==> config.mk <==
export PLATFORM = sky130hd
export DESIGN_NAME = instr_decode_stage
export DESIGN_NICKNAME = d
export VERILOG_FILES = /design/src/rtl/instr_decode_stage.sv
export SDC_FILE = /design/constraint.sdc
export NUM_CORES = 1
export LEC_CHECK = 0
export CELL_PAD_IN_SITES_DETAIL_PLACEMENT = 1
export CELL_PAD_IN_SITES_GLOBAL_PLACEMENT = 1
export CORE_ASPECT_RATIO = 1.1
export CORE_MARGIN = 2
export CORE_UTILIZATION = 43
export CTS_CLUSTER_SIZE = 10
export DETAILED_ROUTE_END_ITERATION = 8
export GPL_TIMING_DRIVEN = 0
export PLACE_DENSITY = 0.84
export SYNTH_ARGS = -nofsm -noshare
export SYNTH_HDL_FRONTEND = slang
export SYNTH_SLANG_ARGS = --single-unit
==> constraint.sdc <==
create_clock -name clk -period 4.6 [get_ports clk]
set_input_delay 1.38 -clock clk [delete_from_list [all_inputs] [get_ports clk]]
set_output_delay 1.38 -clock clk [all_outputs]
set_load 0.05 [all_outputs]
==> src/rtl/instr_decode_stage.sv <==
`default_nettype none
// ============================================================================
//  Module      : instr_decode_stage
//  Description : Registered RV32/RV64 instruction-decode pipeline stage.
//                Splits an instruction word into register indices, funct
//                fields, type class and sign-extended immediate, presented
//                one cycle later behind an optional two-entry skid buffer.
//                Tracks a saturating count of accepted illegal words.
//  Revision    : 1.0  initial release
// ============================================================================
module instr_decode_stage #(
    parameter int XLEN        = 32,
    parameter int BRANCH_BIAS = 4,
    parameter int SKID        = 1
) (
    input  logic            clk,
    input  logic            rst_n,
    input  logic            flush,
    input  logic            in_valid,
    output logic            in_ready,
    input  logic [31:0]     in_instr,
    input  logic [XLEN-1:0] in_pc,
    output logic            out_valid,
    input  logic            out_ready,
    output logic [XLEN-1:0] out_pc,
    output logic [6:0]      out_opcode,
    output logic [4:0]      out_rd,
    output logic [4:0]      out_rs1,
    output logic [4:0]      out_rs2,
    output logic [2:0]      out_funct3,
    output logic            out_bit30,
    output logic [2:0]      out_type,
    output logic [XLEN-1:0] out_immed,
    output logic            out_illegal,
    output logic [15:0]     ill_count
);

    localparam logic [2:0] C_TY_ILL = 3'd0;
    localparam logic [2:0] C_TY_R   = 3'd1;
    localparam logic [2:0] C_TY_I   = 3'd2;
    localparam logic [2:0] C_TY_U   = 3'd3;
    localparam logic [2:0] C_TY_S   = 3'd4;
    localparam logic [2:0] C_TY_B   = 3'd5;
    localparam logic [2:0] C_TY_J   = 3'd6;
    localparam logic [2:0] C_TY_NOP = 3'd7;

    localparam logic [1:0] C_ST_EMPTY = 2'd0;
    localparam logic [1:0] C_ST_ONE   = 2'd1;
    localparam logic [1:0] C_ST_TWO   = 2'd2;

    localparam bit              C_RV64 = (XLEN == 64);
    localparam logic [XLEN-1:0] C_BIAS = XLEN'(BRANCH_BIAS);

    // One decoded entry as held in the output / skid registers.
    typedef struct packed {
        logic [XLEN-1:0] pc;
        logic [6:0]      opcode;
        logic [4:0]      rd;
        logic [4:0]      rs1;
        logic [4:0]      rs2;
        logic [2:0]      funct3;
        logic            bit30;
        logic [2:0]      typ;
        logic [XLEN-1:0] immed;
        logic            illegal;
    } entry_t;

    logic [2:0]      w_type;
    logic            w_shift;
    logic [31:0]     w_imm32;
    logic [XLEN-1:0] w_imm_ext;
    logic [XLEN-1:0] w_immed;
    entry_t          w_dec;
    entry_t          w_out;
    logic            w_accept;
    logic            w_drain;
    logic [15:0]     ill_count_q;

    // Classify the instruction by its major opcode.
    always_comb begin
        w_type = C_TY_ILL;
        if (in_instr[1:0] == 2'b11) begin
            case (in_instr[6:2])
                5'b01100:                   w_type = C_TY_R;
                5'b00000, 5'b00100, 5'b11001: w_type = C_TY_I;
                5'b01101, 5'b00101:         w_type = C_TY_U;
                5'b01000:                   w_type = C_TY_S;
                5'b11000:                   w_type = C_TY_B;
                5'b11011:                   w_type = C_TY_J;
                5'b00011, 5'b11100:         w_type = C_TY_NOP;
                5'b01110:                   w_type = C_RV64 ? C_TY_R : C_TY_ILL;
                5'b00110:                   w_type = C_RV64 ? C_TY_I : C_TY_ILL;
                default:                    w_type = C_TY_ILL;
            endcase
        end
    end

    // Shift-immediates (OP-IMM, and OP-IMM-32 on RV64) carry instr[30] as the
    // arithmetic/logical selector.
    assign w_shift = (((in_instr[6:0] & 7'b1011111) == 7'b0010011) ||
                      (C_RV64 && ((in_instr[6:0] & 7'b1011111) == 7'b0011011))) &&
                     (in_instr[13:12] == 2'b01);

    // Assemble the 32-bit immediate for the detected format.
    always_comb begin
        w_imm32 = 32'd0;
        case (w_type)
            C_TY_I: w_imm32 = {{20{in_instr[31]}}, in_instr[31:20]};
            C_TY_S: w_imm32 = {{20{in_instr[31]}}, in_instr[31:25], in_instr[11:7]};
            C_TY_U: w_imm32 = {in_instr[31:12], 12'd0};
            C_TY_B: w_imm32 = {{19{in_instr[31]}}, in_instr[31], in_instr[7],
                               in_instr[30:25], in_instr[11:8], 1'b0};
            C_TY_J: w_imm32 = {{11{in_instr[31]}}, in_instr[31], in_instr[19:12],
                               in_instr[20], in_instr[30:21], 1'b0};
            default: w_imm32 = 32'd0;
        endcase
    end

    // Branch/jump offsets are rebased to the core's PC-after-fetch view.
    assign w_imm_ext = XLEN'($signed(w_imm32));
    assign w_immed   = ((w_type == C_TY_B) || (w_type == C_TY_J)) ? (w_imm_ext - C_BIAS)
                                                                   : w_imm_ext;

    // Build the full decoded entry; unused register fields read as zero.
    always_comb begin
        w_dec         = '0;
        w_dec.pc      = in_pc;
        w_dec.opcode  = in_instr[6:0];
        w_dec.typ     = w_type;
        w_dec.illegal = (w_type == C_TY_ILL);
        w_dec.immed   = w_immed;
        w_dec.funct3  = ((w_type == C_TY_U) || (w_type == C_TY_J)) ? 3'd0 : in_instr[14:12];
        if ((w_type == C_TY_R) || (w_type == C_TY_I) || (w_type == C_TY_U) || (w_type == C_TY_J))
            w_dec.rd = in_instr[11:7];
        if ((w_type == C_TY_R) || (w_type == C_TY_I) || (w_type == C_TY_S) || (w_type == C_TY_B))
            w_dec.rs1 = in_instr[19:15];
        if ((w_type == C_TY_R) || (w_type == C_TY_S) || (w_type == C_TY_B))
            w_dec.rs2 = in_instr[24:20];
        if ((w_type == C_TY_R) || ((w_type == C_TY_I) && w_shift))
            w_dec.bit30 = in_instr[30];
    end

    // Flush wins over both handshakes.
    assign w_accept = in_valid && in_ready && !flush;
    assign w_drain  = out_valid && out_ready && !flush;

    generate
        if (SKID != 0) begin : g_skid
            logic [1:0] state_q;
            logic [1:0] state_d;
            logic       in_ready_q;
            logic       load_main;
            logic       load_skid;
            logic       skid_to_main;
            entry_t     main_q;
            entry_t     skid_q;

            // Occupancy FSM of the two-entry skid buffer.
            always_comb begin
                state_d      = state_q;
                load_main    = 1'b0;
                load_skid    = 1'b0;
                skid_to_main = 1'b0;
                if (flush) begin
                    state_d = C_ST_EMPTY;
                end else begin
                    case (state_q)
                        C_ST_EMPTY: begin
                            if (w_accept) begin
                                state_d   = C_ST_ONE;
                                load_main = 1'b1;
                            end
                        end
                        C_ST_ONE: begin
                            if (w_accept && w_drain) begin
                                load_main = 1'b1;
                            end else if (w_accept) begin
                                state_d   = C_ST_TWO;
                                load_skid = 1'b1;
                            end else if (w_drain) begin
                                state_d = C_ST_EMPTY;
                            end
                        end
                        C_ST_TWO: begin
                            if (w_drain) begin
                                state_d      = C_ST_ONE;
                                skid_to_main = 1'b1;
                            end
                        end
                        default: state_d = C_ST_EMPTY;
                    endcase
                end
            end

            // State, registered in_ready and the two entry registers.
            always_ff @(posedge clk or negedge rst_n) begin
                if (!rst_n) begin
                    state_q    <= C_ST_EMPTY;
                    in_ready_q <= 1'b1;
                    main_q     <= '0;
                    skid_q     <= '0;
                end else begin
                    state_q    <= state_d;
                    in_ready_q <= (state_d != C_ST_TWO);
                    if (load_main)
                        main_q <= w_dec;
                    else if (skid_to_main)
                        main_q <= skid_q;
                    if (load_skid)
                        skid_q <= w_dec;
                end
            end

            assign in_ready  = in_ready_q;
            assign out_valid = (state_q != C_ST_EMPTY);
            assign w_out     = main_q;
        end else begin : g_noskid
            logic   valid_q;
            entry_t main_q;

            // Single output register; refills in the same cycle it drains.
            always_ff @(posedge clk or negedge rst_n) begin
                if (!rst_n) begin
                    valid_q <= 1'b0;
                    main_q  <= '0;
                end else if (flush) begin
                    valid_q <= 1'b0;
                end else if (w_accept) begin
                    valid_q <= 1'b1;
                    main_q  <= w_dec;
                end else if (w_drain) begin
                    valid_q <= 1'b0;
                end
            end

            assign in_ready  = !valid_q || out_ready;
            assign out_valid = valid_q;
            assign w_out     = main_q;
        end
    endgenerate

    // Saturating count of accepted illegal words; only reset clears it.
    always_ff @(posedge clk or negedge rst_n) begin
        if (!rst_n)
            ill_count_q <= 16'd0;
        else if (w_accept && w_dec.illegal && (ill_count_q != 16'hFFFF))
            ill_count_q <= ill_count_q + 16'd1;
    end

    assign ill_count   = ill_count_q;
    assign out_pc      = w_out.pc;
    assign out_opcode  = w_out.opcode;
    assign out_rd      = w_out.rd;
    assign out_rs1     = w_out.rs1;
    assign out_rs2     = w_out.rs2;
    assign out_funct3  = w_out.funct3;
    assign out_bit30   = w_out.bit30;
    assign out_type    = w_out.typ;
    assign out_immed   = w_out.immed;
    assign out_illegal = w_out.illegal;

endmodule
`default_nettype wire

==> impl_metrics.toml <==
[floorplan]
placeableCoreArea_um2 = 21400
die_area_um2 = 23200
rows = 56
io_pins = 181
die_y_um = 160
die_x_um = 145
initial_core_util_pct = 44.1

[placed_design]
gp_congestion = 0.930
place_inst = 1463
pre_cts_ws_ns = -0.850
dp_hpwl_um = 22500
io_buffers = 179

[timing]
slew_viol_final = 0
fin_setup_tns_ns = 0
fin_skew_ns = 0.00960
max-slew-margin-rel_pct = 12.8
setup_slack_ns = 0.168
hold_violations = 0
fin_crit_sh_pct = 96.3
clock.fmax_ghz = 0.226
rsz0062_at_grt = "false"
worst_pin_slew_ns = 1.30
period_minus_slack_ns = 4.43
setup_viol = 0

[synthesis]
synth-edff-count = 0
synth-seq-area-share_pct = 54.8
synthTopCellsByArea = "dfrtp_1, nand2_1, o21ai_0"
syn-num-nets = 1066
synth-seq-cells = 207
ys_types = 74
synthFlopType = "dfrtp_1"
yosysWarningCount = 0
synth_top_cell_by_area = "dfrtp_1"
syn_area_um2 = 9460
avgSynthCellArea_um2 = 9.54
synthCells = 992
yosysTopAreaCellShare_pct = 54.5
synthTopCellsByCount = "nand2_1, dfrtp_1, nor2_1"
async_flop_share_pct = 100
synth_most_common_cell = "nand2_1"

[worst_setup_path]
worstPathCellList = "clkdlybuf4s50_1 > and2_0 > o21ai_0 > nor2_2 > nor2_2 > a22oi_1 > ha_1 > nand2_1 > nor2_4 > nand4b_2 > or3_4 > a31oi_1 > o21ai_0"
critPathMaxStageDelay_ns = 0.56
reg2regPathDepth = 8
cp-start-kind = "input port"
critical_path.endpoint = "out_immed[16]"
worst_ep_required_time_ns = 4.97
crit_fanout = 6
regToRegSetupSlack_ns = 1.49
critPathLaunch = "in_instr[0]"
timing.rr.start = "in_ready"
cp-end-kind = "flip-flop"
critPathKind = "input port to flip-flop"
arrival_ns = 4.80
reg2reg_to = "out_immed[13]"
cpMaxStageDelayCell = "clkdlybuf4s50_1"

[global_route]
grt_pass1_vias = 9189
grt_use_total_pct = 26.8
antenna_found_initial = 0
grt_overflow = 0
grt_max_degree = 72
grt_pass1_wl_um = 50300

[run]
maxCapViolations = 0

[drt]
drtAntennaViolNets = 0
dr.pass1.iters = 7
wl_per_cell_um = 21.0
drc = 0
routed_wl_um = 31500
vias_per_cell = 5.71
num_vias = 8587
drtIter0Drc = 508

[cts]
cts_tree = "done"
cts.clk_slew.worst_paths_ns = 0.06
cts.sinks = 207
htreeDepth = 1
worstSkewPairLatency_ns = 0.52
hold_buffers = 0
cts_inserted_buffers = 24
cts_root_buffer = "clkbuf_16"
clk_path_buf_depth = 3

[pwr]
p_sw_mw = 1.79
switching_share_pct = 33.4
seqPwrFrac_pct = 42.9
p_leak_nw = 5.53
ir_drop_v = 0.000318
pwr-share-comb_pct = 25.3
p_clk_share_pct = 31.8
cell_internal_pwr_mw = 3.57
p_per_area_nw_per_um2 = 431

[finish]
fin_cells = 1504
final_nets = 1277
area_delta_synth_final_pct = 31.3
nFillCells = 2457
n_antenna_cell = 0
fin_util_pct = 57.9
final_layout_size_suffix_gt1_share_pct = 6.59

[hold_path]
hp-class = "flip-flop to flip-flop"
min_path_cells = 2
hold_start = "g_skid.skid_q[58]"

[run_status]
status = "finished clean"
==> registers in the layout (all words and copies together) (netlist names) <==
name and count:
ill_count 16, out_type 3, out_rd 5, out_rs1 5, in_ready 1, out_rs2 5
out_opcode 7, out_immed 32, out_pc 32, g_skid.state_q 2, out_illegal 1, out_funct3 3
out_bit30 1, g_skid.skid_q 94
==> cell families after synthesis <==
group / Yosys count / share of synthesized area (%)
and+or+nand+nor: 415 / 18.9
adders and majority gates: 5 / 0.661
xor gates and xnor gates: 29 / 2.68
DFF: 207 / 54.8
buffers and inverters: 83 / 3.56
AOI/OAI and AO/OA: 245 / 18.5
muxes: 8 / 0.912
==> per-layer routing <==
layer | part of all wire [%] | global-route usage (%) | vias to the layer above | wire length [um]
li1 | - | - | 3899 | -
met4 | 2.5 | 7.49 | 0 | 798
met1 | 43 | 35.4 | 4339 | 13400
met3 | 6.1 | 4.38 | 57 | 1920
met2 | 49 | 45.8 | 292 | 15400
met5 | 0 | 0 | - | 0
==> stage by stage <==
step,power [mW],hold WS (ns),cell area (um2)
2_1_floorplan,3.11,0.446,9460
3_3_place_gp,3.61,0.457,11600
3_5_place_dp,3.67,0.465,11700
4_1_cts,5.38,0.480,12400
5_1_grt,5.57,0.498,12400
6_report,5.36,0.476,12400
==> worst max-delay path: cells and delay by family <==
family | cells | cell delay [ns]
buf+inv | 1 | 0.56
simple gates | 7 | 1.67
compound gates | 4 | 0.96
fa+ha+maj | 1 | 0.23
==> worst min-delay path by stage <==
stage	endpoint
finish	g_skid.skid_q[58]
global route	g_skid.skid_q[76]
CTS	g_skid.skid_q[68]
detailed placement	g_skid.skid_q[66]
global placement	g_skid.skid_q[66]
floorplan	g_skid.skid_q[62]
==> what timing repair did <==
action                     4_1_cts  5_1_grt
buffers inserted                 1        3
setup endpoints to repair       26       19
cloned                           0        0
pin swaps                        1        3
gates resized for setup          4        7
==> power by group through the flow <==
stage                     Combinational (mW)  Clock, mW  Sequential (mW)
after detailed placement                1.35          0             2.32
after CTS                               1.36       1.73             2.30
after floorplan                        0.370          0             2.74
after global placement                  1.31          0             2.31
after global routing                    1.45       1.80             2.33
final                                   1.36       1.70             2.30
==> cell usage in the layout (no fill, tap or decap), types with 4 or more instances in the layout <==
cell type / instances
clkbuf_16: 25
a22o_1: 16
clkdlybuf4s50_1: 176
and2_1: 7
ha_1: 5
xnor2_1: 23
mux2_2: 5
clkbuf_1: 62
nand4_1: 7
and3_1: 7
a222oi_1: 21
a22oi_1: 35
nor2_1: 76
xor2_1: 6
a31oi_1: 38
dfrtp_1: 206
nor3_1: 13
nand3_1: 12
or2_2: 5
o211ai_1: 4
a21oi_1: 23
o21ai_0: 60
nand2_1: 253
buf_4: 6
o22ai_1: 10
nand2b_1: 5
inv_1: 26
==> layout make-up <==
cell class / count / area, um2 / area share [%]
Clock buffer: 37 / 671 / 5.40
Tap cell: 290 / 363 / 2.92
Buffer: 57 / 239 / 1.92
Inverter: 26 / 97.6 / 0.786
Timing Repair Buffer: 185 / 1890 / 15.2
Multi-Input combinational cell: 702 / 3980 / 32.1
Sequential cell: 207 / 5180 / 41.7
(Power assumes the default switching activity.)
